===== src/rtl/shift_reg_seq.sv =====
// shift_reg_seq: sequencer for one systolic-array shift_reg operand buffer.
// It turns a valid/ready word stream into WRITE commands and publishes each
// LENGTH-word frame with UPLOAD. It also runs a non-destructive READ
// readback of the buffer onto an unthrottled output stream.
//
// Ports:
//   clk, reset_n        clock (rising edge), async active-low reset
//   s_valid/s_data      input word stream; s_ready accepts
//   rd_req              readback request (level-sampled)
//   rd_busy             readback in progress
//   m_valid/m_data      readback word stream (m_data wired from sr_data_read)
//   frame_valid         shift_reg.data_out holds a complete frame
//   frame_done          one-cycle pulse when frame_valid rises
//   sr_en, sr_data_read shift_reg.en / shift_reg.data_read
//   sr_ctrl_code        registered command: UPLOAD=0, LOAD=1, WRITE=2, READ=3
//   sr_data_write       registered shift_reg.data_write
module shift_reg_seq #(
  parameter int unsigned DATA_WIDTH = 8,
  parameter int unsigned LENGTH     = 4
) (
  input  logic                  clk,
  input  logic                  reset_n,
  input  logic                  s_valid,
  input  logic [DATA_WIDTH-1:0] s_data,
  output logic                  s_ready,
  input  logic                  rd_req,
  output logic                  rd_busy,
  output logic                  m_valid,
  output logic [DATA_WIDTH-1:0] m_data,
  output logic                  frame_valid,
  output logic                  frame_done,
  input  logic                  sr_en,
  input  logic [DATA_WIDTH-1:0] sr_data_read,
  output logic [1:0]            sr_ctrl_code,
  output logic [DATA_WIDTH-1:0] sr_data_write
);

  localparam int unsigned CNT_W = $clog2(LENGTH + 1);
  localparam int unsigned RD_W  = $clog2(LENGTH);

  localparam logic [1:0] ST_FILL    = 2'd0;
  localparam logic [1:0] ST_PUBLISH = 2'd1;
  localparam logic [1:0] ST_READ    = 2'd2;

  // LOAD (1) is never issued by this block.
  localparam logic [1:0] CODE_UPLOAD = 2'd0;
  localparam logic [1:0] CODE_WRITE  = 2'd2;
  localparam logic [1:0] CODE_READ   = 2'd3;

  logic [1:0]            r_state,       w_state_nxt;
  logic [CNT_W-1:0]      r_cnt,         w_cnt_nxt;
  logic [RD_W-1:0]       r_rd_idx,      w_rd_idx_nxt;
  logic                  r_pub_ph,      w_pub_ph_nxt;
  logic [1:0]            r_code,        w_code_nxt;
  logic [DATA_WIDTH-1:0] r_wdata,       w_wdata_nxt;
  logic                  r_frame_valid, w_frame_valid_nxt;
  logic                  r_frame_done,  w_frame_done_nxt;
  logic                  r_rd_busy,     w_rd_busy_nxt;
  logic                  r_m_valid,     w_m_valid_nxt;
  logic                  w_rd_start;
  logic                  w_accept;

  // Readback may only start on a frame boundary; it takes priority over a word.
  assign w_rd_start = (r_state == ST_FILL) && sr_en && rd_req && (r_cnt == '0);
  // s_ready drops while a readback start wins so the handshake never lies.
  assign s_ready    = (r_state == ST_FILL) && sr_en && !w_rd_start;
  assign w_accept   = s_ready && s_valid;

  assign sr_ctrl_code  = r_code;
  assign sr_data_write = r_wdata;
  assign frame_valid   = r_frame_valid;
  assign frame_done    = r_frame_done;
  assign rd_busy       = r_rd_busy;
  assign m_valid       = r_m_valid;
  assign m_data        = sr_data_read;

  // Next-state and registered-output logic.
  always_comb begin
    w_state_nxt       = r_state;
    w_cnt_nxt         = r_cnt;
    w_rd_idx_nxt      = r_rd_idx;
    w_pub_ph_nxt      = r_pub_ph;
    w_code_nxt        = CODE_UPLOAD;
    w_wdata_nxt       = r_wdata;
    w_frame_valid_nxt = r_frame_valid;
    w_frame_done_nxt  = 1'b0;
    w_rd_busy_nxt     = r_rd_busy;
    // shift_reg presents a READ result one cycle after the command.
    w_m_valid_nxt     = (r_code == CODE_READ);

    case (r_state)
      ST_FILL: begin
        if (w_rd_start) begin
          w_state_nxt   = ST_READ;
          w_rd_idx_nxt  = '0;
          w_code_nxt    = CODE_READ;
          w_rd_busy_nxt = 1'b1;
        end else if (w_accept) begin
          w_code_nxt  = CODE_WRITE;
          w_wdata_nxt = s_data;
          if (r_cnt == '0) begin
            w_frame_valid_nxt = 1'b0;
          end
          if (r_cnt == CNT_W'(LENGTH - 1)) begin
            w_cnt_nxt    = '0;
            w_state_nxt  = ST_PUBLISH;
            w_pub_ph_nxt = 1'b0;
          end else begin
            w_cnt_nxt = r_cnt + CNT_W'(1);
          end
        end
      end
      // Phase 0 carries the last WRITE and issues UPLOAD; phase 1 carries UPLOAD.
      ST_PUBLISH: begin
        if (!r_pub_ph) begin
          w_pub_ph_nxt = 1'b1;
        end else begin
          w_pub_ph_nxt      = 1'b0;
          w_state_nxt       = ST_FILL;
          w_frame_valid_nxt = 1'b1;
          w_frame_done_nxt  = 1'b1;
        end
      end
      // LENGTH reads rotate the buffer a full turn back to its original order.
      ST_READ: begin
        if (r_rd_idx == RD_W'(LENGTH - 1)) begin
          w_state_nxt   = ST_FILL;
          w_rd_busy_nxt = 1'b0;
        end else begin
          w_rd_idx_nxt = r_rd_idx + RD_W'(1);
          w_code_nxt   = CODE_READ;
        end
      end
      default: begin
        w_state_nxt = ST_FILL;
      end
    endcase
  end

  // State and output registers.
  always_ff @(posedge clk or negedge reset_n) begin
    if (!reset_n) begin
      r_state       <= ST_FILL;
      r_cnt         <= '0;
      r_rd_idx      <= '0;
      r_pub_ph      <= 1'b0;
      r_code        <= CODE_UPLOAD;
      r_wdata       <= '0;
      r_frame_valid <= 1'b0;
      r_frame_done  <= 1'b0;
      r_rd_busy     <= 1'b0;
      r_m_valid     <= 1'b0;
    end else begin
      r_state       <= w_state_nxt;
      r_cnt         <= w_cnt_nxt;
      r_rd_idx      <= w_rd_idx_nxt;
      r_pub_ph      <= w_pub_ph_nxt;
      r_code        <= w_code_nxt;
      r_wdata       <= w_wdata_nxt;
      r_frame_valid <= w_frame_valid_nxt;
      r_frame_done  <= w_frame_done_nxt;
      r_rd_busy     <= w_rd_busy_nxt;
      r_m_valid     <= w_m_valid_nxt;
    end
  end

endmodule


===== config.mk =====
export PLATFORM = sky130hd
export DESIGN_NAME = shift_reg_seq
export DESIGN_NICKNAME = d
export VERILOG_FILES = /design/src/rtl/shift_reg_seq.sv
export SDC_FILE = /design/constraint.sdc
export NUM_CORES = 1
export LEC_CHECK = 0
export CORE_MARGIN = 2
export CORE_UTILIZATION = 37
export DETAILED_ROUTE_END_ITERATION = 10
export PLACE_DENSITY_LB_ADDON = 0.15
export SLEW_MARGIN = 20
export SYNTH_ARGS = -nofsm -noshare
export SYNTH_HDL_FRONTEND = slang
export SYNTH_SLANG_ARGS = --single-unit

===== constraint.sdc =====
create_clock -name clk -period 1.3 [get_ports clk]
set_input_delay 0.26 -clock clk [delete_from_list [all_inputs] [get_ports clk]]
set_output_delay 0.26 -clock clk [all_outputs]
set_load 0.03 [all_outputs]

# Word level (Yosys, flattened, before mapping)
# Cells that the tools add are included.
word_totals:
  register_bits: 22
  in_bits: 21
  output_inout_bits: 23
  word_cells: 73
classes:
  bitwise: 1
  n_reduce_logical: 16
  mux: 29
  n_addsub: 2
  n_eq_ne: 15
ops:
  columns: ["cell", "n"]
  rows:
  - ["$mux 2", 10]
  - ["$mux 1", 12]
  - ["$ne 2x2->1 const B", 6]
  - ["$reduce_and 3->1", 3]
  - ["$pmux 2 s2", 2]
  - ["$reduce_and 4->1", 2]
  - ["$eq 2x2->1 const B", 3]
  - ["$pmux 1 s2", 3]
  - ["$pmux 2 s3", 1]
  - ["$logic_and 1x1->1", 5]
  - ["$reduce_and 5->1", 1]
  - ["$ne 2x1->1 const B", 2]
  - ["$reduce_bool 2->1", 2]
  - ["$add 3x1->3 const B", 1]
  - ["$eq 3x2->1 const B", 1]
  - ["$logic_not 3->1", 1]
  - ["$mux 3", 1]
  - ["$ne 3x2->1 const B", 1]
  - ["$ne 3x3->1 const B", 1]
  - ["$add 2x1->2 const B", 1]
  - ["$eq 2x1->1 const B", 1]
  - ["$logic_not 2->1", 1]
  - ["$logic_not 1->1", 1]
  - ["$not 1->1", 1]

# Logic depth before layout (Yosys ltp)
# Gate-level depths: netlist of run 1.
logic_depth:
  depth_word: 10
  depth_mapped: 6
  depth_no_buf: 5

# Worst setup path after synthesis of run 1
# OpenSTA, ideal clock, no wires.
synth_timing:
  kind: "register to register"
  from: "reg r_cnt[0]"
  to: "reg r_wdata[0], in the netlist sr_data_write[0]"
  t_required_ns: 1.175
  arrival_ns: 1.294
  setup_ns: 0.125
  period_less_slack_ns: 1.420
  stages_incl_launch_ff: 7
  path_slack_ns: -0.120
  path_buffers: 1
  path_cell_list: "dfrtp_1 inv_1 ha_1 nand3b_1 nand4_2 buf_6 mux2_4"
synth_via:
  elab_chain_cells: 6
  word_cells_on_any_way: 7
  cone_classes: "bitwise: 1; reduce/logical: 6"
synth_lines:
  columns: ["element", "line_no", "rtl"]
  rows:
  - ["from (decl)", "51", "logic [CNT_W-1:0] r_cnt, w_cnt_nxt;"]
  - ["from (signal assigned)", "155", "r_cnt <= w_cnt_nxt;"]
  - ["$logic_not 3->1 *", "64", "assign w_rd_start = (r_state == ST_FILL) && sr_en && rd_req && (r_cnt == '0);"]
  - ["$logic_and 1x1->1 *", "64", null]
  - ["$logic_not 1->1", "66", "assign s_ready = (r_state == ST_FILL) && sr_en && !w_rd_start;"]
  - ["$logic_and 1x1->1", "66", null]
  - ["$logic_and 1x1->1", "67", "assign w_accept = s_ready && s_valid;"]
  - ["$reduce_and 3->1 (no source line) *", null, null]
  - ["to (signal assigned)", "159", "r_wdata <= w_wdata_nxt;"]
  - ["to (decl)", "55", "logic [DATA_WIDTH-1:0] r_wdata, w_wdata_nxt;"]
# Every way passes the cells marked *; elsewhere a longest branch is shown, timed or not.
# A chain may end at the register's enable or synchronous reset.

# Worst setup path in the final report of run 1
layout_timing:
  from: "reg r_cnt[0]"
  to: "out s_ready"
layout_via:
  elab_chain_cells: 4
layout_lines:
  columns: ["element", "line_no", "rtl"]
  rows:
  - ["$logic_not 3->1", "64", null]
  - ["$logic_and 1x1->1", "64", null]
  - ["$logic_not 1->1", "66", null]
  - ["$logic_and 1x1->1", "66", null]
  - ["to (decl)", "25", "output logic s_ready,"]
# Every way passes these cells.

==> results_dict.tcl, run 1 <==
set metrics [dict create \
    run_status "finished, violations left" \
    violations "negative setup slack" \
    yosys.area_share.simple_pct 15.3 \
    path_cells "inv_2 -> ha_4 -> nand3b_1 -> and3_4 -> buf_6" \
    cp-start-kind "register" \
    layout_commonest_cell "dfrtp_1" \
    max_stage_delay_ns 0.41 \
    slowest_stage "dfrtp_1" \
    post-route-min-period_ns 1.63 \
    report.final.slew_viol_count 0 \
    p_sw_share_pct 37.4 \
    pin_count 44 \
    synth-compound-area-share_pct 4.06 \
    fin_crit_sh_pct 125 \
    regArea_um2 551 \
    fmax_ghz 0.615 \
    ys_types 28 \
    relSlewSlack_pct 80.9 \
    vias_per_cell 4.68 \
    wl_mm 2.06 \
    internal_power_w 0.00238 \
    synth_xor_area_share_pct 0 \
    cts.sinks 22 \
    die_w_um 56.4 \
    grtUsageTotal_pct 14.4 \
    area_growth_pct 54.6 \
    synth.area.mux_share_pct 13.1 \
    combPwrFrac_pct 55.4 \
    n_antenna_cell 0 \
    worst_ep_arrival_time_ns 1.37 \
    postSynthAreaPerCell_um2 12.2 \
    cts_tree "done" \
    layout_setup_ws_ns -0.326 \
    finalNetCount 152 \
    setup_viol 16 \
    insertion_delay_ns 0.31 \
    final_antenna_net_count 0 \
    required_ns 1.04 \
    drive_gt1_share_pct 54.3 \
    die_area_mm2 0.00318 \
    yosysWarnings 0 \
    gp_congestion 0.681 \
    crit_start "r_cnt[0]" \
    cts_inserted_buffers 3 \
    wire_per_inst_um 13.1 \
    num_vias 740 \
    p_switching_w 0.00142 \
    synthCells 83 \
    leakagePower_nw 0.786 \
    hold_path.class "in -> async" \
    worst_slew_pin_slew_ns 0.286 \
    ctsHoldBuffers 0 \
    ys_seq_area_share_pct 54.2 \
    cts-htree-levels 1 \
    end_kind "output pin" \
    grt_pass1_wl_mm 3.56 \
    p_per_area_mw_per_mm2 2420 \
    grt_pass1_vias 802 \
    syn_nets 107 \
    drc 0 \
    fillers 227 \
    grt_max_degree 23 \
    crit_type "reg -> out" \
    synth-seq-cells 22 \
    std_cell_rows 19 \
    pwr-share-seq_pct 30.6 \
    drv_cap 0 \
    drtIter0Drc 3 \
    crit_family "flip-flops" \
    layoutNonFillerInstCount 158 \
    synth_top_family_by_area "simple AND/OR/NAND/NOR gates" \
    grt_antenna_before_repair 0 \
    start_util_pct 37.8 \
    portBuffers 27 \
    crit_buf_inv 2 \
    dp_hpwl_mm 1.44 \
    hold_viol 0 \
    fin_worst_skew_ns 0.00185 \
    rsz0062_at_grt "yes" \
    ctsRootBufferMaster "clkbuf_4" \
    firstDrtPassIters 3 \
    multi_input_area_um2 460 \
    synth_fa_ha_area_share_pct 3.69 \
    core_area_mm2 0.00269 \
    die_y_um 56.4 \
    grt_overflow 0 \
    timing.rr.start "r_cnt[0]" \
    syn-cell-area_mm2 0.00102 \
    clk_pin_slew_ns 0.13 \
    vdd_drop_max_uv 1280 \
    clkPwrFrac_pct 14.0 \
    final_cell_mix "dfrtp_1 (22), buf_4 (20), clkdlybuf4s50_1 (12)" \
    cp_max_fo 2 \
    holdWs_ns 0.275 \
    dpl.cell_count 149 \
    cts.path.max_buffers 2 \
]
==> per-stage QoR <==
step	power (W)	setup TNS [ns]	area [um^2]	util [%]	setup WS, ns
finish	0.00380	-2.80	1570	58.5	-0.326
global route	0.00407	-4.21	1570	58.5	-0.401
CTS	0.00387	-2.76	1590	59.3	-0.325
detailed placement	0.00315	-3.65	1410	52.4	-0.277
global placement	0.00309	-3.45	1410	52.4	-0.258
floorplan	0.00232	-0.332	1030	-	-0.0494
==> state kept, by name, summed over array words and instances, names as in the netlist <==
| name | count |
|---|---|
| sr_data_write | 8 |
| m_valid | 1 |
| r_cnt | 3 |
| rd_busy | 1 |
| r_state | 2 |
| r_pub_ph | 1 |
| frame_done | 1 |
| sr_ctrl_code | 2 |
| r_rd_idx | 2 |
| frame_valid | 1 |
==> Yosys cell counts, drive strengths merged <==
cell,instances,share of area (%)
buf,9,7.0
a21oi,1,0.49
clkbuf,1,0.49
a31o,1,0.86
nor3,1,0.49
mux2,8,11
o21ai,1,0.49
ha,3,3.7
and3b,1,0.86
nand2,9,3.3
nand4,1,1.2
a31oi,1,0.62
and3,3,2.2
nor2,1,0.62
and2,1,0.62
dfrtp,22,54
mux2i,2,2.0
or3b,1,0.86
nand2b,1,0.62
o22ai,1,0.62
nor4b,1,0.86
or2,1,0.62
nand3b,2,1.5
o22a,1,0.99
nand3,3,1.5
inv,6,2.2
==> power by group through the flow <==
| stage | clock network [W] | logic, W | registers, W |
|---|---|---|---|
| 3_3_place_gp | 0 | 0.00192 | 0.00117 |
| 2_1_floorplan | 0 | 0.000761 | 0.00155 |
| 3_5_place_dp | 0 | 0.00196 | 0.00118 |
| 5_1_grt | 0.000576 | 0.00228 | 0.00121 |
| 4_1_cts | 0.000541 | 0.00215 | 0.00118 |
| 6_report | 0.000531 | 0.00211 | 0.00116 |
==> layer usage <==
layer	global-route usage [%]	routed length (um)	vias up
met5	0	0	-
met4	5.10	13	0
met3	3.69	115	2
met1	17.1	892	360
li1	-	-	362
met2	25.2	1040	16
==> what timing repair did <==
| action | 4_1_cts | 5_1_grt |
|---|---|---|
| gates resized for setup | 54 | 18 |
| pin swaps | 4 | 2 |
| gates cloned | 1 | 0 |
| setup endpoints to repair | 28 | 28 |
| setup buffers | 2 | 2 |
==> final cells by class <==
| type | count | area share [%] |
|---|---|---|
| clock buffer | 3 | 1.43 |
| sequential | 22 | 35.1 |
| inverter | 6 | 1.43 |
| clock inverter | 1 | 1.91 |
| tap | 31 | 2.47 |
| multi-input combinational | 45 | 29.3 |
| timing repair buffer | 50 | 28.4 |
==> final timing paths <==
kind	to	slack, ns	cells past startpoint
setup / recovery	s_ready	-0.33	5
hold / removal	frame_done	0.27	2
setup reg to reg	sr_data_write[0]	-0.21	7
hold reg to reg	rd_busy	0.49	2
max in group asynchronous	sr_data_write[6]	0.80	2
min in group clk	rd_busy	0.49	2
==> kinds of logic after synthesis <==
| group | count (synthesis) |
|---|---|
| AOI/OAI and AO/OA | 6 |
| adders and majority gates | 3 |
| buffers and inverters | 16 |
| DFF | 22 |
| muxes | 10 |
| and+or+nand+nor | 26 |
Power figures use the tool's default switching activity.
==> inputs of run 2 (changes only) <==
CTS_CLUSTER_DIAMETER = 80   (was not set)
==> results of run 2 <==
Final layout, timing and power as in run 1 (identical DEF).
